`config.mk`:
```
export PLATFORM = sky130hd
export DESIGN_NAME = cdb_arbiter_flat
export DESIGN_NICKNAME = d
export VERILOG_FILES = /design/src/rtl/cdb_arbiter_if.sv /design/src/rtl/cdb_arbiter.sv /design/src/flat_wrapper.sv
export SDC_FILE = /design/constraint.sdc
export NUM_CORES = 1
export LEC_CHECK = 0
export CAP_MARGIN = 20
export CORE_ASPECT_RATIO = 0.5
export CORE_MARGIN = 3
export CORE_UTILIZATION = 50
export CTS_CLUSTER_DIAMETER = 120
export DETAILED_ROUTE_END_ITERATION = 7
export HOLD_SLACK_MARGIN = 0.15
export PLACE_DENSITY = 0.89
export SLEW_MARGIN = 10
export SYNTH_ARGS = -nofsm -noshare
export SYNTH_HDL_FRONTEND = slang
export SYNTH_SLANG_ARGS = --single-unit
```
`constraint.sdc`:
```
create_clock -name clk -period 10.7 [get_ports clk]
set_clock_uncertainty 0.2 [all_clocks]
set_input_delay 2.14 -clock clk [delete_from_list [all_inputs] [get_ports clk]]
set_output_delay 2.14 -clock clk [all_outputs]
set_load 0.1 [all_outputs]
```
`src/rtl/cdb_arbiter_if.sv`:
```
// rtl/cdb_arbiter_if.sv - CDB payload type and FU/ROB-facing arbiter bus
package cdb_pkg;
  localparam int NUM_CDB              = 2;
  localparam int NUM_ROB_ENTRIES      = 64;
  localparam int NUM_ROB_ENTRIES_BITS = 6;

  typedef struct packed {
    logic                            valid;
    logic [NUM_ROB_ENTRIES_BITS-1:0] rob_num;
    logic [31:0]                     value;
  } cdb_t;
endpackage

interface cdb_arbiter_if #(
  parameter int NUM_FU     = 4,
  parameter int NCDB       = cdb_pkg::NUM_CDB,
  parameter int DEPTH_BITS = cdb_pkg::NUM_ROB_ENTRIES_BITS
);
  logic [NUM_FU-1:0]          fu_valid;
  cdb_pkg::cdb_t              fu_result [NUM_FU];
  logic [NUM_FU-1:0]          fu_ready;
  logic [DEPTH_BITS-1:0]      rob_number_head;
  logic                       mispredict;
  cdb_pkg::cdb_t              cdb_out [NCDB];
  logic [$clog2(NCDB+1)-1:0]  grant_cnt;

  modport master (
    output fu_valid, fu_result, rob_number_head, mispredict,
    input  fu_ready, cdb_out, grant_cnt
  );

  modport slave (
    input  fu_valid, fu_result, rob_number_head, mispredict,
    output fu_ready, cdb_out, grant_cnt
  );
endinterface

```
`src/rtl/cdb_arbiter.sv`:
```
// rtl/cdb_arbiter.sv - oldest-first CDB lane arbiter with registered broadcast
module cdb_arbiter #(
  parameter int NUM_FU     = 4,
  parameter int NCDB       = cdb_pkg::NUM_CDB,
  parameter int DEPTH      = cdb_pkg::NUM_ROB_ENTRIES,
  parameter int DEPTH_BITS = cdb_pkg::NUM_ROB_ENTRIES_BITS
) (
  input  logic         clk,
  input  logic         rst,
  cdb_arbiter_if.slave bus
);
  localparam int RANK_W = $clog2(NUM_FU) + 1;
  localparam int CNT_W  = $clog2(NCDB + 1);
  localparam logic [RANK_W-1:0]     NCDB_R   = RANK_W'(NCDB);
  localparam logic [DEPTH_BITS-1:0] AGE_MASK = DEPTH_BITS'(DEPTH - 1);

  logic [DEPTH_BITS-1:0] age  [NUM_FU];
  logic [RANK_W-1:0]     rank [NUM_FU];
  logic [NUM_FU-1:0]     ready;
  logic [CNT_W-1:0]      cnt;
  cdb_pkg::cdb_t         lane_d [NCDB];

  always_comb begin
    for (int i = 0; i < NUM_FU; i++) begin
      age[i] = (bus.fu_result[i].rob_num - bus.rob_number_head) & AGE_MASK;
    end
  end

  // Rank = number of valid requesters strictly older (ties go to the lower index).
  // Ranks of valid requesters are unique, so rank doubles as the lane index.
  always_comb begin
    cnt = '0;
    for (int i = 0; i < NUM_FU; i++) begin
      rank[i] = '0;
      for (int j = 0; j < NUM_FU; j++) begin
        if (j != i && bus.fu_valid[j] &&
            (age[j] < age[i] || (age[j] == age[i] && j < i))) begin
          rank[i] = rank[i] + RANK_W'(1);
        end
      end
      ready[i] = bus.fu_valid[i] && !rst && !bus.mispredict && (rank[i] < NCDB_R);
      cnt = cnt + CNT_W'(ready[i]);
    end
  end

  always_comb begin
    for (int l = 0; l < NCDB; l++) begin
      lane_d[l] = '0;
      for (int i = 0; i < NUM_FU; i++) begin
        if (ready[i] && rank[i] == RANK_W'(l)) begin
          lane_d[l]       = bus.fu_result[i];
          lane_d[l].valid = 1'b1;
        end
      end
    end
  end

  always_ff @(posedge clk) begin
    for (int l = 0; l < NCDB; l++) begin
      if (rst) begin
        bus.cdb_out[l] <= '0;
      end else begin
        bus.cdb_out[l] <= lane_d[l];
      end
    end
  end

  assign bus.fu_ready  = ready;
  assign bus.grant_cnt = cnt;
endmodule

```
`src/flat_wrapper.sv`:
```
// flat-port wrapper written by rule: the top's interface ports become plain ports
module cdb_arbiter_flat 
#(
  parameter int NUM_FU     = 4,
  parameter int NCDB       = cdb_pkg::NUM_CDB,
  parameter int DEPTH      = cdb_pkg::NUM_ROB_ENTRIES,
  parameter int DEPTH_BITS = cdb_pkg::NUM_ROB_ENTRIES_BITS
)
  (clk, rst, bus_fu_valid, bus_fu_result, bus_rob_number_head, bus_mispredict, bus_fu_ready, bus_cdb_out, bus_grant_cnt);
  cdb_arbiter_if #(.NUM_FU(NUM_FU), .NCDB(NCDB), .DEPTH_BITS(DEPTH_BITS)) bus_i ();
  input  logic clk;
  input  logic rst;
  input wire logic [$bits(bus_i.fu_valid)-1:0] bus_fu_valid;
  input wire logic [$bits(bus_i.fu_result)-1:0] bus_fu_result;
  input wire logic [$bits(bus_i.rob_number_head)-1:0] bus_rob_number_head;
  input wire logic [$bits(bus_i.mispredict)-1:0] bus_mispredict;
  output wire logic [$bits(bus_i.fu_ready)-1:0] bus_fu_ready;
  output wire logic [$bits(bus_i.cdb_out)-1:0] bus_cdb_out;
  output wire logic [$bits(bus_i.grant_cnt)-1:0] bus_grant_cnt;
  assign bus_i.fu_valid = bus_fu_valid;
  assign bus_i.fu_result = {>>{bus_fu_result}};
  assign bus_i.rob_number_head = bus_rob_number_head;
  assign bus_i.mispredict = bus_mispredict;
  assign bus_fu_ready = bus_i.fu_ready;
  assign bus_cdb_out = {>>{bus_i.cdb_out}};
  assign bus_grant_cnt = bus_i.grant_cnt;
  cdb_arbiter #(.NUM_FU(NUM_FU), .NCDB(NCDB), .DEPTH(DEPTH), .DEPTH_BITS(DEPTH_BITS)) u_core (.clk(clk), .rst(rst), .bus(bus_i));
endmodule
```
Word level (Yosys, flattened, before mapping)
Index checks and enable logic that the tools add are counted.
Operators by class
  add/sub/neg operators: 15
  magnitude comparators: 16
  equal/unequal tests: 10
  muxes and demuxes: 20
  reductions and logical operators: 44
Operators with widths (count)
  39-bit two-way mux: 8
  6-bit less-than comparator: 12
  6-bit equality test: 6
  1-bit logical AND: 32
  3-bit by 1-bit adder with 3-bit output, second input constant: 8
  3-bit two-way mux: 8
  6-bit subtractor: 4
  3-bit by 1-bit equality test with 1-bit output, second input constant: 4
  3-bit logical NOT: 4
  3-bit by 2-bit less-than comparator with 1-bit output, second input constant: 4
  1-bit logical OR: 6
  2-bit by 1-bit adder with 2-bit output: 2
  1-bit two-way mux: 4
  1-bit by 1-bit adder with 2-bit output: 1
  1-bit logical NOT: 2
Word-level totals
  register bits after elaboration: 78
  input bits: 169
  output and inout bits: 84
  word-level logic and storage cells: 111

Longest topological paths before layout
Gate-level depths: netlist of run 1.
  word-level depth: 15
  depth in mapped cells: 26

Worst setup path after synthesis of run 1
No wires, ideal clock.
  path kind: input -> output
  from: input port bus_rob_number_head[1]
  to: output port bus_grant_cnt[1]
  arrival time: 10760 ps
  required time: 8360 ps
  slack: -2400 ps
  cell stages on the path: 21
  path through: inv_1 ha_1 a21o_1 a21o_1 a21o_1 a21oi_1 xnor2_1 inv_1 ha_1 nand4_1 nor2_1 a211oi_1 nand2_1 inv_1 fa_1 nor4b_1 inv_1 fa_1 inv_1 ha_1 xnor2_1
Between the ends
  cells in the longest elaborated chain, start to end: 14
  elaborated cells on any way between the ends: 71
  classes of those cells: add/sub: 15; order compare: 16; eq/ne: 6; mux: 12; reduce/logical: 22
RTL lines
  start, declared: line flat_wrapper.sv:15  | input wire logic [$bits(bus_i.rob_number_head)-1:0] bus_rob_number_head;
  6-bit subtractor: line cdb_arbiter.sv:25  | age[i] = (bus.fu_result[i].rob_num - bus.rob_number_head) & AGE_MASK;
  6-bit less-than comparator / 6-bit equality test (equally long branches): line cdb_arbiter.sv:37  | (age[j] < age[i] || (age[j] == age[i] && j < i))) begin
  1-bit logical OR: line cdb_arbiter.sv:37
  1-bit logical AND: line cdb_arbiter.sv:36  | if (j != i && bus.fu_valid[j] &&
  1-bit two-way mux: line cdb_arbiter.sv:36
  3-bit by 1-bit adder with 3-bit output: line cdb_arbiter.sv:38  | rank[i] = rank[i] + RANK_W'(1);
  3-bit two-way mux: line cdb_arbiter.sv:36
  3-bit by 1-bit adder with 3-bit output: line cdb_arbiter.sv:38
  3-bit two-way mux (*): line cdb_arbiter.sv:36
  3-bit by 2-bit less-than comparator with 1-bit output (*): line cdb_arbiter.sv:41  | ready[i] = bus.fu_valid[i] && !rst && !bus.mispredict && (rank[i] < NCDB_R);
  1-bit logical AND (*): line cdb_arbiter.sv:41
  net bus_fu_ready[1]: line flat_wrapper.sv:17  | output wire logic [$bits(bus_i.fu_ready)-1:0] bus_fu_ready;
  1-bit by 1-bit adder with 2-bit output (*): line cdb_arbiter.sv:42  | cnt = cnt + CNT_W'(ready[i]);
  2-bit by 1-bit adder with 2-bit output (*) (2 in series): line cdb_arbiter.sv:42
  end, declared: line flat_wrapper.sv:19  | output wire logic [$bits(bus_i.grant_cnt)-1:0] bus_grant_cnt;
The timed path passes the listed nets; every way through them passes the cells marked *.

Worst setup path after layout of run 1
  from: input port bus_rob_number_head[1]
  to: output port bus_grant_cnt[1]
Between the ends
  cells in the longest elaborated chain, start to end: 14
  elaborated cells on any way between the ends: 71
  classes of those cells: add/sub: 15; order compare: 16; eq/ne: 6; mux: 12; reduce/logical: 22
RTL lines (line)
  6-bit subtractor: cdb_arbiter.sv:25
  6-bit less-than comparator / 6-bit equality test (equally long branches): cdb_arbiter.sv:37
  1-bit logical OR: cdb_arbiter.sv:37
  1-bit logical AND: cdb_arbiter.sv:36
  1-bit two-way mux: cdb_arbiter.sv:36
  3-bit by 1-bit adder with 3-bit output: cdb_arbiter.sv:38
  3-bit two-way mux: cdb_arbiter.sv:36
  3-bit by 1-bit adder with 3-bit output: cdb_arbiter.sv:38
  3-bit two-way mux: cdb_arbiter.sv:36
  3-bit by 2-bit less-than comparator with 1-bit output: cdb_arbiter.sv:41
  1-bit logical AND: cdb_arbiter.sv:41
  1-bit by 1-bit adder with 2-bit output: cdb_arbiter.sv:42
  2-bit by 1-bit adder with 2-bit output: cdb_arbiter.sv:42
  2-bit by 1-bit adder with 2-bit output (*): cdb_arbiter.sv:42
Every way passes the cells marked *; elsewhere a longest branch is shown, timed or not.

==> results of run 1 <==
-- report_power, final --
part,switching (mW),internal (mW),total [mW]
clock,0.142,0.187,0.329
sequential,0.0153,0.346,0.362
combinational,0.818,0.364,1.18
-- layout by cell type (no fill, tap or decap), types with 2 or more instances in the layout --
cell,Yosys,routed
nand3b_1,2,2
nand2b_1,11,9
or3_1,5,4
o31ai_1,11,11
o22ai_1,17,17
dfxtp_1,78,78
inv_1,85,85
o22ai_2,20,20
ha_1,58,58
a31o_1,14,14
a21o_1,15,15
xor2_1,8,8
o21ai_0,16,16
nor3_1,135,134
o21a_1,10,10
a211oi_1,5,5
o2bb2ai_1,7,7
nand2b_2,0,2
clkbuf_16,0,9
nor2_1,21,21
and2_1,6,6
fa_1,9,9
nand2_1,42,42
o2111ai_4,0,2
inv_6,0,3
a21oi_1,105,105
buf_4,5,13
nand4_1,5,5
clkdlybuf4s50_1,0,243
or2_2,5,5
inv_8,0,2
xnor2_1,10,9
a31o_2,19,19
a211o_1,3,3
nor2b_1,104,104
-- layout make-up --
class | instances | area [µm²] | area share
clock buffers | 9 | 225 | 0.0230
flip-flops and latches | 78 | 1560 | 0.160
well taps | 170 | 213 | 0.0218
repair buffers | 257 | 2530 | 0.259
multi-input cells | 689 | 4830 | 0.495
clock inverters | 7 | 87.6 | 0.00896
inverters | 85 | 319 | 0.0326
-- worst min-delay path, stage by stage --
cell             delay (ns)
clkdlybuf4s50_1        0.42
nand2_1                0.07
o22ai_1                0.06
-- through the flow --
stage | util | instance area [µm²] | total power [mW]
after CTS | 0.748 | 9780 | 1.87
after global routing | 0.748 | 9780 | 1.96
after detailed placement | 0.724 | 9460 | 1.53
after global placement | 0.724 | 9460 | 1.51
final | 0.748 | 9780 | 1.87
after floorplan | - | 6940 | 1.22
-- metal layers --
layer  vias to the layer above  wire (µm)  share of wire
li1                       3650          -              -
met1                      3635       9510           0.38
met2                       362      12200           0.49
met5                         -          0              0
met3                        84       2020          0.081
met4                         0       1090          0.044
-- logic make-up after synthesis --
family          count (synthesis)
compound gates                261
flops                          78
xor+xnor                       18
buf+inv                       142
simple gates                  342
fa+ha+maj                      68
-- worst min path at each step --
| stage | startpoint | end | slack [ns] | cells after the start |
|---|---|---|---|---|
| finish | bus_fu_result[127] | u_core.bus.cdb_out[49] | 2.21 | 3 |
| global route | bus_fu_result[130] | u_core.bus.cdb_out[52] | 2.20 | 3 |
| CTS | bus_fu_result[127] | u_core.bus.cdb_out[49] | 2.19 | 3 |
| detailed placement | bus_fu_result[121] | u_core.bus.cdb_out[43] | 2.55 | 3 |
| global placement | bus_fu_result[124] | u_core.bus.cdb_out[46] | 2.55 | 3 |
| floorplan | bus_fu_result[154] | u_core.bus.cdb_out[76] | 2.07 | 2 |
==> summary.txt, run 1 <==
Clocking
  • Root buf cell: clkbuf_16
  • CTS resizes: 0
  • Number of CTS-inserted buffers: 9
  • H-tree depth: 3
  • Clock sinks: 78
  • Setup Buffers After CTS: 0
  • CTS tree: yes
  • CTS hold repair buffers: 0
  • CTS max path bufs: 2
  • Reg clk slew, reported paths: 0.07 ns

Final layout
  • Max reg flops: between 70 and 80
  • # nets final: ~1400
  • Fill cells: between 900 and 1000
  • Share of layout cells above drive strength 1: 0.0827
  • Biggest regs: u_core.bus.cdb_out (78)
  • Non-Filler Instances: ~1300
  • Ant diodes: 0
  • Most flops, register: u_core.bus.cdb_out
  • Area growth syn-to-layout: 41.5%

Placed design
  • Final HPWL DP: roughly 17 mm
  • Worst slack, placed: 1.08 ns
  • IO buf count: approximately 250
  • GPL Wtd Cong: approximately 0.94
  • DP Cell Count: ~1300

Synth
  • Mapped Cells: 909
  • Synth cell count leaders: 135 x nor3_1, 105 x a21oi_1, 104 x nor2b_1, 85 x inv_1, 78 x dfxtp_1
  • Post-Synth XOR/XNOR Area: 0.0228
  • Synthesized-area fraction occupied by adder cells: 0.133
  • Synth Area in Compound Gates: 0.266
  • Yosys top cell area share: 0.226
  • Mean Syn Cell Area: 7.60 µm²
  • Mux contribution to synthesized area: 0
  • Synth area leaders: dfxtp_1 23%, ha_1 11%, nor3_1 9.8%, nor2b_1 9.4%, a21oi_1 7.6%
  • Synthesized cell area: between 6000 and 7000 µm²
  • Post-synthesis register bit count: between 70 and 80
  • FFs w/ async S/R, synth: 0
  • Netlist cell types: 54
  • Post-synth net total: around 1100
  • Cell with the most instances after synthesis: nor3_1
  • Cell taking the most area after synthesis: dfxtp_1
  • Yosys Warn Count: 0
  • Main synth FF type: dfxtp_1
  • Synth Area in Simple Gates: 0.265
  • EDFF count, synth: 0
  • Largest family of logic cells by synthesized area: compound AO/OA/AOI/OAI gates
  • Seq/Total Area, Yosys: 0.226

Global routing
  • Largest net degree at the start of global routing: 80
  • Vias in the first global route: slightly below 8000
  • Gr usage total: 0.312
  • Grt total ovfl: 0
  • Met2 usage: 0.563
  • Initial antenna violation count: 0
  • Global routing usage on met3: 0.0782
  • Gr busiest metal: met2
  • Met1 usage: 0.350
  • First-pass GRT wire length: approximately 38 mm

Timing
  • Hold slack: roughly 2.2 ns
  • Hold Vio Cnt, Final: 0
  • Worst-Margin Slew: between 1 and 1.5 ns
  • Max Slew Vio Count: 0
  • RSZ-0062 raised after global routing: no
  • Post-layout minimum cycle time: 9.65 ns
  • Final Worst Setup Slack: around 1.0 ns
  • Setup TNS: 0 ns
  • Relative max-transition margin: 0.246
  • Fin crit share: 0.902
  • Setup Viol. Count Final: 0
  • Max Clk Rate: slightly above 100 MHz

Worst setup path
  • Largest stage delay, worst path: approximately 0.55 ns
  • Crit Path Class: in -> out
  • CP Capture Type: output port
  • Crit path cell chain: clkdlybuf4s50_1 > inv_1 > ha_1 > a21o_1 > a21o_1 > a21o_1 > a21oi_1 > xnor2_1 > inv_1 > ha_1 > a21oi_1 > o21a_1 > o21ai_0 > and2_1 > fa_1 > nand3b_1 > fa_1 > inv_1 > ha_1 > xnor2_2 > buf_4
  • Critical Path Start: bus_rob_number_head[1]
  • CP bufs+invs: 5
  • Critical Path RT: 8.36 ns
  • CP Max Fanout: 8
  • Worst path depth: 21
  • Slowest-stage cell, CP: fa_1
  • Setup crit end: bus_grant_cnt[1]
  • Critical Path Start Type: input port
  • CP Data Arrival Time: about 7.3 ns
  • Gate family responsible for the most delay along the worst path: adder cells

Route
  • Drt first pass iters: 7
  • Post-route ant nets: 0
  • DR vias/cell: 5.97
  • Vias: between 7000 and 8000
  • DRC Markers: 1
  • Final WL: between 20 and 25 mm
  • Wire length per cell: around 19 µm
  • DRT iter0 DRCs: 385

Floorplanning
  • Width of the die: around 170 µm
  • CORE AREA: between 10000 and 15000 µm²
  • Num ports: roughly 250
  • Die area: between 15000 and 20000 µm²
  • Initial Util: 0.529
  • Die height: 89.1 µm
  • Row count: 29

Min path
  • Hold Path Class: in -> reg

Pwr
  • P_leak: 3.98 nW
  • Peak VDD IR: roughly 0.13 mV
  • Power Density: 192 nW/µm²

Run status
  • Failing checks: DRC
  • Status: finished with violations

Job
  • Max-Cap Viols: 0
Power figures use the tool's default switching activity.
==> run 2, diff against run 1 <==
Settings changed: RECOVER_POWER set to 50.
==> run 2 against run 1 <==
  * The flow finishes with violations (DRC, capacitance limit, slew limit)
  * Sequential power about the same
  * Final cell count did not move
  * Fmax down 1.4%
  * First-iteration DRC count up 8.6%
  * Clock power hardly changed
  * Combinational power about the same
  * Routed wire length fell by 0.19%
  * Hold slack worse by 0.0020 ns
  * Worst setup slack worse by 0.13 ns
  * Critical path depth unchanged
  * Core utilization is essentially flat
==> summary.txt, run 2 (synthesis gave the netlist of run 1 again) <==
Run status
  • Status: finished with violations
  • Failing checks: DRC, capacitance limit, slew limit

Min path
  • Hold Path Class: in -> reg

Worst setup path
  • CP Data Arrival Time: around 7.5 ns
  • Largest stage delay, worst path: between 0.5 and 0.6 ns
  • Critical Path Start Type: input port
  • CP Capture Type: output port
  • Slowest-stage cell, CP: fa_1
  • Critical Path RT: about 8.4 ns
  • Crit path cell chain: dlygate4sd3_1 > inv_1 > ha_1 > a21o_1 > a21o_1 > a21o_1 > a21oi_1 > xnor2_1 > inv_1 > ha_1 > a21oi_1 > o21a_1 > o21ai_0 > and2_1 > fa_1 > nand3b_1 > fa_1 > inv_1 > ha_1 > xnor2_2 > buf_4
  • Crit Path Class: in -> out
  • CP Max Fanout: 8

Timing
  • Fin crit share: 0.915
  • Relative max-transition margin: -0.394
  • Hold slack: 2.20 ns
  • Setup TNS: 0 ns
  • Final Worst Setup Slack: just over 0.9 ns
  • Setup Viol. Count Final: 0
  • Hold Vio Cnt, Final: 0
  • Post-layout minimum cycle time: around 10 ns
  • Max Clk Rate: between 100 and 150 MHz
  • RSZ-0062 raised after global routing: no
  • Max Slew Vio Count: 40
  • Worst-Margin Slew: between 2 and 2.5 ns

Floorplanning
  • Num ports: approximately 250
  • CORE AREA: 13100 µm²
  • Die height: 89.1 µm
  • Die area: approximately 15000 µm²
  • Row count: 29
  • Width of the die: ~170 µm
  • Initial Util: 0.529

Pwr
  • Peak VDD IR: 0.133 mV
  • P_sw: just under 1 mW
  • P_leak: ~4.2 nW
  • Switch share: 0.525
  • Clock Power Share: 0.178
  • Reg power frac: 0.194
  • Design Power: roughly 1.9 mW
  • Cell Int Power: between 800 and 900 µW
  • Power Density: around 190 nW/µm²
  • Comb pwr share: 0.628

Clocking
  • CTS max path bufs: 2
  • H-tree depth: 3
  • Setup Buffers After CTS: 0
  • Clock sinks: 78
  • CTS hold repair buffers: 0
  • Reg clk slew, reported paths: roughly 0.070 ns
  • CTS resizes: 0
  • CTS tree: yes
  • Root buf cell: clkbuf_16
  • Number of CTS-inserted buffers: 9

Route
  • DRT iter0 DRCs: about 420
  • Final WL: 24.8 mm
  • Post-route ant nets: 0
  • Vias: between 7000 and 8000
  • DRC Markers: 1
  • Drt first pass iters: 7
  • Wire length per cell: 19.1 µm
  • DR vias/cell: approximately 6.0

Placed design
  • Final HPWL DP: ~17 mm
  • GPL Wtd Cong: about 0.94
  • IO buf count: 248
  • Worst slack, placed: between 1 and 1.5 ns

Global routing
  • Grt total ovfl: 0
  • Gr usage total: 0.312
  • First-pass GRT wire length: just under 40 mm
  • Vias in the first global route: between 7000 and 8000
  • Largest net degree at the start of global routing: 80
  • Initial antenna violation count: 0

Job
  • Max-Cap Viols: 1

Final layout
  • Ant diodes: 0
  • Most common cell after layout, fill and taps aside: clkdlybuf4s50_1
  • Max reg flops: 78
  • # nets final: around 1400
  • Area growth syn-to-layout: 41.5%
  • Share of layout cells above drive strength 1: 0.0818
  • Most flops, register: u_core.bus.cdb_out
  • Biggest regs: u_core.bus.cdb_out (78)
  • Commonest non-fill, non-tap cells in the layout: 164 x clkdlybuf4s50_1, 134 x nor3_1, 105 x a21oi_1
  • End-of-flow core utilization: 0.748
run 2: cell types whose count changed in the layout (fill, tap and decap cells not counted):
cell	before	now
clkdlybuf4s50_1	243	164
nand2b_2	2	1
buf_4	13	12
clkbuf_2	0	1
nand2b_1	9	10
dlygate4sd3_1	0	79
run 2: through the flow:
| stage | instance area, µm² | std cells |
|---|---|---|
| 2_1_floorplan | 6940 | 909 |
| 3_3_place_gp | 9460 | 1279 |
| 3_5_place_dp | 9460 | 1279 |
| 4_1_cts | 9780 | 1295 |
| 5_1_grt | 9770 | 1295 |
| 6_report | 9770 | 1295 |
run 2: worst paths after layout:
check                              start                endpoint  slack [ns]  depth (start not counted)
setup / recovery  bus_rob_number_head[1]        bus_grant_cnt[1]        0.91                         21
hold / removal        bus_fu_result[127]  u_core.bus.cdb_out[49]        2.20                          3
run 2: final cells by class:
cell class,count,area (µm²)
clock buffers,9,225
clock inverters,7,87.6
fillers,999,3290
inverters,85,319
multi-input cells,689,4830
flip-flops and latches,78,1560
well taps,170,213
repair buffers,257,2530
run 2: per-layer routing:
layer	global-route usage	wire length, µm
met1	0.350	9520
met2	0.563	12200
met4	0.161	1100
met3	0.0782	1960
met5	0	0
run 2: power by group through the flow:
stage	clock [mW]	combinational (mW)	sequential [mW]
6_report	0.330	1.16	0.359
5_1_grt	0.346	1.23	0.364
4_1_cts	0.333	1.17	0.362
3_5_place_dp	0	1.17	0.368
3_3_place_gp	0	1.14	0.366
2_1_floorplan	0	0.449	0.772
run 2: critical path, delay by kind of cell:
kind,cells,cell delay [ns]
xor gates and xnor gates,2,0.38
AOI/OAI and AO/OA,7,1.32
adders and majority gates,5,1.74
buffers and inverters,5,1.30
and+or+nand+nor,2,0.54
==> run 3, diff against run 2 <==
Settings changed: CORE_ASPECT_RATIO 0.5 to 0.8, PLACE_DENSITY 0.89 to 0.92, TNS_END_PERCENT set to 20.
==> run 3 against run 2 <==
  * First-iteration DRC count rose by 56%
  * Clock power increased by 6.1%
  * Core utilization shrank 0.43 points
  * Count of clock-buffer cells in the layout up 3
  * Critical path type unchanged
  * Critical endpoint unchanged
  * Fmax is 0.74% lower
  * Sequential power is essentially flat
  * Global-route usage rose by 0.97 points
  * The run ends with capacitance limit, slew limit left
==> summary.txt, run 3 (synthesis gave the netlist of run 1 again) <==
Final layout
  • Commonest non-fill, non-tap cells in the layout: 164 x clkdlybuf4s50_1, 134 x nor3_1, 105 x a21oi_1
  • Most common cell after layout, fill and taps aside: clkdlybuf4s50_1
  • Area growth syn-to-layout: 42.1%
  • Non-Filler Instances: 1300
  • Ant diodes: 0
  • Max reg flops: 78
  • Share of layout cells above drive strength 1: 0.0800
  • Most flops, register: u_core.bus.cdb_out
  • Biggest regs: u_core.bus.cdb_out (78)
  • # nets final: about 1400
  • Final instance area: just under 10000 µm²

Route
  • DRC Markers: 0
  • Wire length per cell: 19.6 µm
  • Final WL: roughly 25 mm
  • Vias: 7882
  • Post-route ant nets: 0
  • Drt first pass iters: 6
  • DR vias/cell: 6.06
  • DRT iter0 DRCs: approximately 650

Worst setup path
  • CP bufs+invs: 7
  • Setup crit end: bus_grant_cnt[1]
  • Worst path depth: 22
  • Most frequent CP cell: inv_1
  • Crit Path Class: in -> out
  • CP Data Arrival Time: 7.52 ns
  • Critical Path Start Type: input port
  • Critical Path Start: bus_rob_number_head[1]
  • Critical Path RT: about 8.4 ns
  • CP Capture Type: output port
  • Slowest-stage cell, CP: dlygate4sd3_1
  • Largest stage delay, worst path: 0.53 ns
  • Gate family responsible for the most delay along the worst path: adder cells
  • Crit path cell chain: dlygate4sd3_1 > inv_1 > ha_1 > a21o_1 > a21o_1 > a21o_1 > a21oi_1 > xnor2_1 > inv_1 > ha_1 > nand4_1 > o21bai_1 > o2111ai_1 > inv_1 > fa_1 > nor4b_4 > inv_1 > fa_1 > inv_1 > ha_1 > xnor2_2 > buf_4
  • CP Max Fanout: 8

Run status
  • Failing checks: capacitance limit, slew limit
  • Status: finished with violations

Clocking
  • Number of CTS-inserted buffers: 9
  • Setup Buffers After CTS: 0
  • Root buf cell: clkbuf_16
  • CTS hold repair buffers: 0
  • CTS max path bufs: 2
  • Clock sinks: 78
  • CTS tree: yes
  • H-tree depth: 3
  • Reg clk slew, reported paths: 0.07 ns
  • CTS resizes: 0

Global routing
  • Initial antenna violation count: 0
  • Met2 usage: 0.509
  • Met1 usage: 0.379
  • Vias in the first global route: slightly below 8000
  • Gr busiest metal: met2
  • Global routing usage on met3: 0.129
  • First-pass GRT wire length: a little under 40 mm
  • Gr usage total: 0.322
  • Grt total ovfl: 0
  • Largest net degree at the start of global routing: 80

Timing
  • Setup Viol. Count Final: 0
  • Fin crit share: 0.921
  • Post-layout minimum cycle time: 9.86 ns
  • Max Slew Vio Count: 80
  • Max Clk Rate: ~100 MHz
  • Hold Vio Cnt, Final: 0
  • Worst-Margin Slew: ~2.2 ns
  • RSZ-0062 raised after global routing: no
  • Relative max-transition margin: -0.436
  • Final Worst Setup Slack: 0.841 ns
  • Setup TNS: 0 ns

Min path
  • Hold Path Class: in -> reg

Placed design
  • IO buf count: about 250
  • Placed Area: about 9500 µm²
  • GPL Wtd Cong: approximately 0.94
  • Worst slack, placed: ~1.0 ns
  • DP Cell Count: ~1300
  • Final HPWL DP: approximately 17 mm

Pwr
  • P_leak: 4.24 nW
  • Peak VDD IR: around 0.13 mV
  • Power Density: slightly below 200 nW/µm²
  • Design Power: roughly 1.9 mW

Floorplanning
  • Width of the die: roughly 140 µm
  • Initial Util: 0.523
  • Die height: approximately 110 µm
  • Num ports: around 250
  • Die area: 15300 µm²
  • CORE AREA: 13200 µm²
  • Row count: 37

Job
  • Max-Cap Viols: 2
==> run 3: worst min-delay path by stage <==
stage / from / slack (ns) / depth (start not counted) / end
after CTS: bus_fu_result[121] / 2.18 / 3 / u_core.bus.cdb_out[43]
final: bus_fu_result[122] / 2.19 / 3 / u_core.bus.cdb_out[44]
after detailed placement: bus_fu_result[121] / 2.55 / 3 / u_core.bus.cdb_out[43]
after global placement: bus_fu_result[129] / 2.55 / 3 / u_core.bus.cdb_out[51]
after floorplan: bus_fu_result[154] / 2.07 / 2 / u_core.bus.cdb_out[76]
after global routing: bus_fu_result[117] / 2.20 / 3 / u_core.bus.cdb_out[39]
==> run 3: per-stage QoR <==
stage | util | hold WS (ns)
3_5_place_dp | 0.717 | 2.55
6_report | 0.744 | 2.19
3_3_place_gp | 0.717 | 2.55
5_1_grt | 0.744 | 2.20
4_1_cts | 0.742 | 2.18
2_1_floorplan | - | 2.07
==> run 3: area by class of cell <==
class / instances / area [µm²]
multi-input combinational: 689 / 4830
fill: 993 / 3380
timing repair buffer: 258 / 2560
sequential: 78 / 1560
inverter: 85 / 319
clock buffer: 12 / 256
tap: 175 / 219
clock inverter: 3 / 67.6
==> run 3: routing by layer <==
metal  wire length [µm]  part of all wire
met5                  0                 0
met4               1070             0.042
met3               3410              0.13
met2              11400              0.45
met1               9570              0.38
==> run 3: report_power, final <==
| group | switching [mW] | internal [mW] | leakage (nW) | total, mW |
|---|---|---|---|---|
| clock | 0.133 | 0.216 | 0.155 | 0.350 |
| combinational | 0.829 | 0.351 | 3.45 | 1.18 |
| sequential | 0.0122 | 0.346 | 0.635 | 0.358 |
